===== src/rtl/ac_channel_fifo_if.sv =====
// ac_channel_fifo_if: ac_channel producer/consumer port bundle
interface ac_channel_fifo_if #(parameter int WIDTH = 32, parameter int DEPTH = 4);
  logic [WIDTH-1:0] in_data;
  logic [WIDTH-1:0] out_data;
  logic [31:0] write_valid;
  logic write_ready;
  logic read_valid;
  logic read_ready;
  logic overflow;
  logic underflow;
  logic [$clog2(DEPTH):0] count;
  modport master(
    output in_data, write_valid, read_valid,
    input write_ready, read_ready, out_data, count, overflow, underflow
  );
  modport slave(
    input in_data, write_valid, read_valid,
    output write_ready, read_ready, out_data, count, overflow, underflow
  );
endinterface


===== src/rtl/ac_channel_fifo.sv =====
// ac_channel_fifo: responder-side ac_channel FIFO with sticky overflow/underflow flags
module ac_channel_fifo #(
  parameter int WIDTH = 32,
  parameter int DEPTH = 4
) (
  input logic clk,
  input logic rst,
  ac_channel_fifo_if.slave ch
);
  localparam int AW = $clog2(DEPTH);
  localparam int CW = AW + 1;
  localparam logic [CW-1:0] FULL = CW'(DEPTH);
  logic [WIDTH-1:0] mem [DEPTH];
  logic [AW-1:0] wp, rp;
  logic push, pop, unused_bits;
  // Readies decode the count register only, never the strobes
  assign ch.write_ready = ch.count < FULL;
  assign ch.read_ready = ch.count != '0;
  assign push = ch.write_valid[0] && ch.write_ready;
  assign pop = ch.read_valid && ch.read_ready;
  assign unused_bits = ^ch.write_valid[31:1];
  always_ff @(posedge clk)
    if (push && !rst) mem[wp] <= ch.in_data;
  always_ff @(posedge clk) begin
    if (rst) begin
      wp <= '0;
      rp <= '0;
      ch.count <= '0;
      ch.out_data <= '0;
      ch.overflow <= 1'b0;
      ch.underflow <= 1'b0;
    end else begin
      if (push) wp <= wp + 1'b1;
      if (pop) rp <= rp + 1'b1;
      if (pop) ch.out_data <= mem[rp];
      ch.count <= ch.count + CW'(push) - CW'(pop);
      ch.overflow <= ch.overflow | (ch.write_valid[0] & ~push);
      ch.underflow <= ch.underflow | (ch.read_valid & ~pop);
    end
  end
endmodule


===== src/flat_wrapper.sv =====
// flat-port wrapper written by rule: the top's interface ports become plain ports
module ac_channel_fifo_flat 
#(
  parameter int WIDTH = 32,
  parameter int DEPTH = 4
)
  (clk, rst, ch_in_data, ch_write_valid, ch_read_valid, ch_write_ready, ch_read_ready, ch_out_data, ch_count, ch_overflow, ch_underflow);
  ac_channel_fifo_if #(.WIDTH(WIDTH), .DEPTH(DEPTH)) ch_i ();
  input logic clk;
  input logic rst;
  input wire logic [$bits(ch_i.in_data)-1:0] ch_in_data;
  input wire logic [$bits(ch_i.write_valid)-1:0] ch_write_valid;
  input wire logic [$bits(ch_i.read_valid)-1:0] ch_read_valid;
  output wire logic [$bits(ch_i.write_ready)-1:0] ch_write_ready;
  output wire logic [$bits(ch_i.read_ready)-1:0] ch_read_ready;
  output wire logic [$bits(ch_i.out_data)-1:0] ch_out_data;
  output wire logic [$bits(ch_i.count)-1:0] ch_count;
  output wire logic [$bits(ch_i.overflow)-1:0] ch_overflow;
  output wire logic [$bits(ch_i.underflow)-1:0] ch_underflow;
  assign ch_i.in_data = ch_in_data;
  assign ch_i.write_valid = ch_write_valid;
  assign ch_i.read_valid = ch_read_valid;
  assign ch_write_ready = ch_i.write_ready;
  assign ch_read_ready = ch_i.read_ready;
  assign ch_out_data = ch_i.out_data;
  assign ch_count = ch_i.count;
  assign ch_overflow = ch_i.overflow;
  assign ch_underflow = ch_i.underflow;
  ac_channel_fifo #(.WIDTH(WIDTH), .DEPTH(DEPTH)) u_core (.clk(clk), .rst(rst), .ch(ch_i));
endmodule

===== config.mk =====
export PLATFORM = sky130hd
export DESIGN_NAME = ac_channel_fifo_flat
export DESIGN_NICKNAME = d
export VERILOG_FILES = /design/src/rtl/ac_channel_fifo_if.sv /design/src/rtl/ac_channel_fifo.sv /design/src/flat_wrapper.sv
export SDC_FILE = /design/constraint.sdc
export NUM_CORES = 1
export LEC_CHECK = 0
export BUFFER_PORTS_ARGS = -buffer_cell sky130_fd_sc_hd__buf_2
export CORE_MARGIN = 5
export CORE_UTILIZATION = 33
export DETAILED_ROUTE_END_ITERATION = 12
export PLACE_DENSITY_LB_ADDON = 0.1
export SYNTH_ARGS = -nofsm -noshare
export SYNTH_HDL_FRONTEND = slang
export SYNTH_SLANG_ARGS = --single-unit

===== constraint.sdc =====
create_clock -name clk -period 1.9 [get_ports clk]
set_input_delay 0.095 -clock clk [delete_from_list [all_inputs] [get_ports clk]]
set_output_delay 0.095 -clock clk [all_outputs]
set_load 0.01 [all_outputs]

**After elaboration in Yosys (flattened, before gate mapping)**

Memories as Yosys holds them, arrays and structs flattened. A register that Yosys moved wholly into a read port is not among the register bits.
Index checks and enable logic that the tools add are counted.

- Word-level logic and storage cells: 24
- Memory bits (writable): 128
- Flip-flop bits (word level): 9
- Input bits: 67
- Memories kept: 1

Memory list:

| memory | words | bits a word | rd ports | clocked after Yosys merged registers in | write ports | RTL line | text |
|---|---|---|---|---|---|---|---|
| u_core.mem | 4 | 32 | 1 | 1 | 1 | ac_channel_fifo.sv:13 | `logic [WIDTH-1:0] mem [DEPTH];` |

- Reductions and logical operators: 5
- Order comparisons: 1
- Mux-type cells: 2
- Add/subtract/negate cells: 4
- Bitwise gates (word level): 6

Operators with widths:

| operator | count |
|---|---|
| 2-bit by 1-bit adder with 2-bit output (second input constant) | 2 |
| 3-bit by 1-bit adder with 3-bit output | 1 |
| 1-bit logical AND | 3 |
| 3-bit less-than comparator (second input constant) | 1 |
| 3-bit nonzero test | 1 |
| 3-bit by 1-bit subtractor with 3-bit output | 1 |
| 1-bit bitwise AND | 2 |
| 1-bit 2-to-1 mux | 2 |
| 1-bit inverter | 2 |
| 1-bit OR | 2 |
| 1-bit zero test | 1 |

**Depth between registers and ports, before layout**

Gate-level depths: netlist (run 1).

- Word-level depth: 5
- Gate-level depth with buffers: 8
- Mapped depth without buffers: 8

**Worst setup path before layout (run 1)**

OpenSTA, ideal clock, no wires.

- Kind: flip-flop to flip-flop
- From: reg u_core.ch.count[2]
- To: reg u_core.ch.count[2]
- Clock period less this slack: 2.049 ns
- Data arrival time: 1.922 ns
- Cell stages (with the launch flop): 9
- Path slack: -0.149 ns
- Cells stage by stage: dfxtp_1 o31a_1 ha_1 inv_1 ha_1 fa_1 xnor2_1 xnor2_1 nor2_1

RTL lines:

| item | RTL line | text |
|---|---|---|
| from (decl) | ac_channel_fifo_if.sv:18 | `output write_ready, read_ready, out_data, count, overflow, underflow` |
| from (signal assigned) | ac_channel_fifo.sv:36 | `ch.count <= ch.count + CW'(push) - CW'(pop);` |
| 3-bit nonzero test | ac_channel_fifo.sv:18 | `assign ch.read_ready = ch.count != '0;` |
| 1-bit logical AND | ac_channel_fifo.sv:20 | `assign pop = ch.read_valid && ch.read_ready;` |
| named net u_core.pop | ac_channel_fifo.sv:15 | `logic push, pop, unused_bits;` |
| 3-bit by 1-bit subtractor with 3-bit output | ac_channel_fifo.sv:36 |  |

The timed path passes the listed nets, and every way through them passes these cells.
A chain may end at the register's enable or synchronous reset.

**Final worst setup path (run 1)**

- From: reg u_core.ch.count[0]
- To: reg u_core.ch.count[2]

Same word-level chain as after synthesis.

==> results_dict.tcl, run 1 <==
set metrics [dict create \
    dp_slack_ns -0.0725 \
    hold_start "rst" \
    antenna_found_initial 1 \
    initial_core_util_pct 33.8 \
    syn_nets 367 \
    cp.required_ns 2.20 \
    seq_area_um2 4670 \
    rsz0062_at_grt "true" \
    grt_pass1_vias 3394 \
    critical_path_class "reg -> reg" \
    crit_buf_inv 1 \
    relSlewSlack_pct 34.9 \
    layout_commonest_cell "edfxtp_1" \
    hold_path_depth 2 \
    drt_wl_total_um 12600 \
    maxCapViolations 0 \
    ant_nets 0 \
    cts_max_level 4 \
    clk_path_buf_depth 2 \
    grt_max_degree 33 \
    drive_gt1_share_pct 34.7 \
    critical_path_arrival_ns 2.22 \
    first_pass_iters 4 \
    multiInputGateArea_um2 1380 \
    grt_overflow 0 \
    tightest_slew_ns 0.974 \
    vias 3154 \
    io_pins 106 \
    crit_chain "o31a_1 -> ha_1 -> inv_2 -> ha_4 -> fa_2 -> xnor2_2 -> xnor2_1 -> nor2_1" \
    worstHoldEndpoint "u_core.ch.overflow" \
    crit_slowest_cell "fa_2" \
    cpLargestDelayFamily "adder cells" \
    cts_tree "done" \
    synth_cell_types 25 \
    critPathLaunchType "flop" \
    r2r_cells 8 \
    die_h_um 146 \
    clock_skew_ns 0.00825 \
    max_clock_freq_ghz 0.522 \
    post-route-min-period_ns 1.91 \
    mostFrequentLayoutCells "edfxtp_1, buf_2, dfxtp_1" \
    ys_seq_elements 169 \
    max_stage_delay_ns 0.35 \
    drv_slew 0 \
    rrSetupSlack_ns -0.01 \
    p_per_area_nw_per_um2 1250 \
    netlist_area_um2 6140 \
    cts_root_buf "clkbuf_16" \
    fin_util_pct 43.2 \
    dr.first_iter.drc_count 99 \
    clkSinkCount 169 \
    r2r_start "u_core.ch.count[0]" \
    core-area_um2 18100 \
    setup_viol 1 \
    place.gp.congestion 0.711 \
    violations "negative setup slack" \
    irDropWorstVdd_mv 0.694 \
    clkTransAtPathRegs_ns 0.06 \
    yosysWarnings 0 \
    insertion_delay_ns 0.42 \
    numCtsBuffers 17 \
    cp-end-kind "flop" \
    layout.nets 496 \
    status "complete, but fails checks" \
    avgSynthCellArea_um2 20.9 \
    synth-seq-area-share_pct 76.0 \
    synth_edf_count 128 \
    grt_pass1_wl_um 20000 \
    rows 49 \
    setup_ws_ns -0.0141 \
    r2r-end "u_core.ch.count[2]" \
    min_path_type "in -> reg" \
    drc 0 \
    p_leak_nw 2.85 \
    wl_per_cell_um 18.9 \
    dieArea_um2 21400 \
    synth_ff_type "edfxtp_1" \
    async_flop_share_pct 0 \
    dieWidth_um 146 \
    finalPower_w 0.00978 \
    fin_crit_sh_pct 101 \
    dp_hpwl_um 7540 \
    hold_viol 0 \
    area_delta_synth_final_pct 27.6 \
    vias_per_cell 4.74 \
    track_usage_pct 12.4 \
    synthCells 293 \
    crit_fanout 2 \
    post_cts_buffers 0 \
    io_buffer_count 74 \
    fill_cells 1645 \
]
logic make-up (layout without fill, tap and decap cells):
family,count (synthesis),in the layout,share of synthesized area [%]
muxes,32,32,12.8
xor gates and xnor gates,5,5,0.714
DFF,169,169,76.0
AOI/OAI and AO/OA,37,37,5.16
buffers and inverters,24,166,2.16
and+or+nand+nor,19,19,1.55
adders and majority gates,7,7,1.55
other,0,1,0
metal layers:
layer	vias up	wire (µm)	GRT usage, %	share of wire (%)
met1	1622	5480	15.4	44
met4	0	143	3.81	1.1
met2	61	6360	20.8	51
met5	-	0	0	0
li1	1460	-	-	-
met3	11	574	4.09	4.6
worst max-delay path by stage:
stage | start | to | slack (ns) | depth (start not counted)
after floorplan | u_core.ch.count[1] | u_core.ch.count[2] | -0.07 | 8
after global placement | u_core.ch.count[0] | u_core.ch.count[2] | -0.03 | 8
after detailed placement | u_core.ch.count[0] | u_core.ch.count[2] | -0.07 | 8
after CTS | u_core.ch.count[2] | u_core.ch.count[2] | -0.06 | 8
after global routing | u_core.ch.count[0] | u_core.ch.count[2] | -0.1 | 8
final | u_core.ch.count[0] | u_core.ch.count[2] | -0.01 | 8
power breakdown:
part	internal, W	total [W]	switching, W
Combinational	0.00104	0.00202	0.000987
Sequential	0.00436	0.00452	0.000162
Clock	0.00182	0.00324	0.00142
what timing repair did:
item / in CTS / in global routing
endpoints found under the hold margin: 130 / 0
endpoints found under the setup margin: 1 / 34
gates cloned: 0 / 0
hold buffers: 34 / 0
resized for setup: 3 / 0
pin swaps: 5 / 18
state kept, by name, summed over array words and instances, names as in the netlist:
signal               cells
u_core.ch.out_data      32
u_core.ch.overflow       1
u_core.mem             128
u_core.wp                2
u_core.ch.underflow      1
u_core.rp                2
u_core.ch.count          3
per-stage QoR:
stage | cell area [µm²] | hold WS (ns) | cells | TNS [ns]
floorplan | 6150 | 0.194 | 293 | -0.0673
global placement | 6920 | 0.305 | 598 | -0.0269
detailed placement | 6920 | 0.315 | 598 | -0.0725
CTS | 7830 | 0.0109 | 664 | -0.0556
global route | 7830 | 0.0211 | 665 | -0.868
finish | 7830 | 0.0212 | 665 | -0.0141
cell usage after synthesis, drive strengths merged (2+ instances only):
cell type / instances / area [µm²]
nor2b: 3 / 18.8
inv: 8 / 30.0
a22o: 32 / 280
clkbuf: 4 / 15.0
buf: 12 / 87.6
ha: 6 / 75.1
nor2: 8 / 32.5
mux4: 32 / 788
xnor2: 4 / 35.0
edfxtp: 128 / 3840
dfxtp: 41 / 821
a21oi: 2 / 10.0
nand2: 2 / 7.51
and2: 4 / 25.0
cell type report:
cell class	count	area share (%)
Tap cell	229	3.66
Inverter	8	0.383
Sequential cell	169	59.6
Clock buffer	19	5.53
Clock inverter	13	1.55
Antenna cell	1	0.0320
Multi-Input combinational cell	100	17.6
Timing Repair Buffer	126	11.6
(Power assumes the default switching activity.)
==> run 2, diff against run 1 <==
--- a/config.mk
+++ b/config.mk
@@ -9,7 +9,7 @@
 export CORE_MARGIN = 5
 export CORE_UTILIZATION = 33
 export DETAILED_ROUTE_END_ITERATION = 12
-export PLACE_DENSITY_LB_ADDON = 0.1
+export RECOVER_POWER = 25
 export SYNTH_ARGS = -nofsm -noshare
 export SYNTH_HDL_FRONTEND = slang
 export SYNTH_SLANG_ARGS = --single-unit
==> run 2 against run 1 <==
Net effect:
- the run still ends with negative setup slack left
- setup slack got worse by 0.020 ns
- non-clock buffer count rose by 4
- combinational power rose by 3%
- critical endpoint unchanged
- critical path depth did not move
- flip-flop and latch count did not move
- clock power rose by 17%
- largest cell class unchanged
- final cell count rose by 0.60%
- critical path type unchanged
- core utilization rose by 0.76 points
- design area rose by 1.8%
==> results_dict.tcl, run 2 (synthesis gave the netlist of run 1 again) <==
set metrics [dict create \
    critical_path_arrival_ns 2.25 \
    area_delta_synth_final_pct 29.9 \
    dieWidth_um 146 \
    dp_hpwl_um 7540 \
    reg_top3 "u_core.mem x128, u_core.ch.out_data x32, u_core.ch.count x3" \
    crit_chain "o31a_1 -> ha_1 -> inv_1 -> ha_2 -> fa_2 -> xnor2_2 -> xnor2_1 -> nor2_1" \
    min_path_type "in -> reg" \
    cp-end-kind "flop" \
    hold_viol 0 \
    clkSinkCount 169 \
    ant_nets 0 \
    cts_tree "done" \
    fin_crit_sh_pct 102 \
    route.met2.wl_um 6570 \
    post-route-min-period_ns 1.93 \
    critPathLaunchType "flop" \
    relSlewSlack_pct 58.7 \
    mostFrequentLayoutCells "edfxtp_1, buf_2, dlygate4sd3_1" \
    grt_pass1_vias 3589 \
    insertion_delay_ns 0.42 \
    drc 0 \
    cts_root_buf "clkbuf_16" \
    rows 49 \
    track_usage_pct 12.0 \
    finalSetupTns_ns -0.0341 \
    dpl_cell_area_um2 6950 \
    place_inst 599 \
    combPwrFrac_pct 20.0 \
    layout_commonest_cell "edfxtp_1" \
    n_antenna_cell 0 \
    critical_path_class "reg -> reg" \
    met1Wirelength_um 5440 \
    layout.nets 501 \
    largest_reg_flops 128 \
    wl_met3_um 453 \
    p_per_area_nw_per_um2 1310 \
    fill_cells 1584 \
    vias_per_cell 4.82 \
    violations "negative setup slack" \
    p_sw_w 0.00260 \
    grt_overflow 0 \
    worst_hold_slack_ns 0.428 \
    maxCapViolations 0 \
    antenna_found_initial 0 \
    power.internal_w 0.00783 \
    die_h_um 146 \
    rsz0062_at_grt "true" \
    place.gp.congestion 0.678 \
    clockPowerShare_pct 36.3 \
    io_buffer_count 74 \
    setup_ws_ns -0.0341 \
    drt_wl_total_um 12600 \
    crit_fanout 2 \
    io_pins 106 \
    drv_slew 0 \
    max_clock_freq_ghz 0.517 \
    first_pass_iters 4 \
    irDropWorstVdd_mv 0.702 \
    fin_area_um2 7970 \
    post_cts_buffers 0 \
    grt_pass1_wl_um 19400 \
    tightest_slew_ns 0.619 \
    max_stage_delay_ns 0.35 \
    clock_skew_ns 0.00932 \
    grt_max_degree 33 \
    cp.required_ns 2.22 \
    core-area_um2 18100 \
    pwr-share-seq_pct 43.7 \
    vias 3227 \
    cts_max_level 4 \
    crit_slowest_cell "fa_2" \
    dieArea_um2 21400 \
    fin_cells 669 \
    clkTransAtPathRegs_ns 0.06 \
    status "complete, but fails checks" \
    regMostFlops "u_core.mem" \
    initial_core_util_pct 33.8 \
    setup_viol 1 \
    dr.first_iter.drc_count 168 \
    highest_layer "met4" \
    clk_path_buf_depth 2 \
    numCtsBuffers 17 \
    drive_gt1_share_pct 29.3 \
    wl_per_cell_um 18.9 \
    p_leak_nw 2.86 \
    swShare_pct 24.9 \
]
[run 2: power groups by stage]
stage | Sequential [W] | Combinational, W | Clock [W]
floorplan | 0.00468 | 0.00119 | 0
finish | 0.00456 | 0.00209 | 0.00378
global route | 0.00460 | 0.00227 | 0.00401
detailed placement | 0.00464 | 0.00204 | 0
CTS | 0.00456 | 0.00212 | 0.00387
global placement | 0.00462 | 0.00199 | 0
[run 2: final timing paths]
check,start,endpoint,slack [ns],cells past startpoint
worst max-delay path,u_core.ch.count[0],u_core.ch.count[2],-0.03,8
worst min-delay path,ch_in_data[5],u_core.mem[1][5],0.43,2
worst max register to register,u_core.ch.count[0],u_core.ch.count[2],-0.03,8
worst min register to register,u_core.ch.out_data[17],u_core.ch.out_data[17],0.47,1
[run 2: worst max-delay path, delay by kind of cell, from the launching register on]
family	cells	cell delay [ns]
flip-flops	1	0.32
AO/OA/AOI/OAI	1	0.32
adder cells (fa/ha/maj)	3	0.79
XOR/XNOR	2	0.30
AND/OR/NAND/NOR	1	0.05
buffers and inverters	1	0.04
[run 2: cell type report]
type | count | area (µm²) | share of cell area (%)
multi-input combinational | 101 | 1380 | 17.3
clock buffer | 18 | 439 | 5.51
timing repair buffer | 130 | 942 | 11.8
sequential | 169 | 4670 | 58.6
clock inverter | 14 | 218 | 2.73
tap | 229 | 287 | 3.60
inverter | 8 | 30.0 | 0.377
[run 2: timing repair]
action / in CTS / in global routing
endpoints found under the hold margin: 132 / 0
pin swaps: 2 / 0
endpoints found under the setup margin: 1 / 5
cloned: 0 / 1
resized for setup: 1 / 1
hold buffers: 37 / 0
[run 2: layer usage]
metal | vias to the layer above | global-route usage (%)
met4 | 0 | 4.80
li1 | 1465 | -
met2 | 70 | 20.6
met5 | - | 0
met3 | 16 | 3.69
met1 | 1676 | 14.2
[run 2: per-stage QoR]
step           utilization [%]  total power (W)  setup slack, ns
2_1_floorplan                -          0.00587          -0.0673
3_3_place_gp              38.3          0.00661         -0.00938
3_5_place_dp              38.3          0.00668          -0.0756
4_1_cts                   44.0           0.0106          -0.0276
5_1_grt                   43.9           0.0109          -0.0958
6_report                  43.9           0.0104          -0.0341
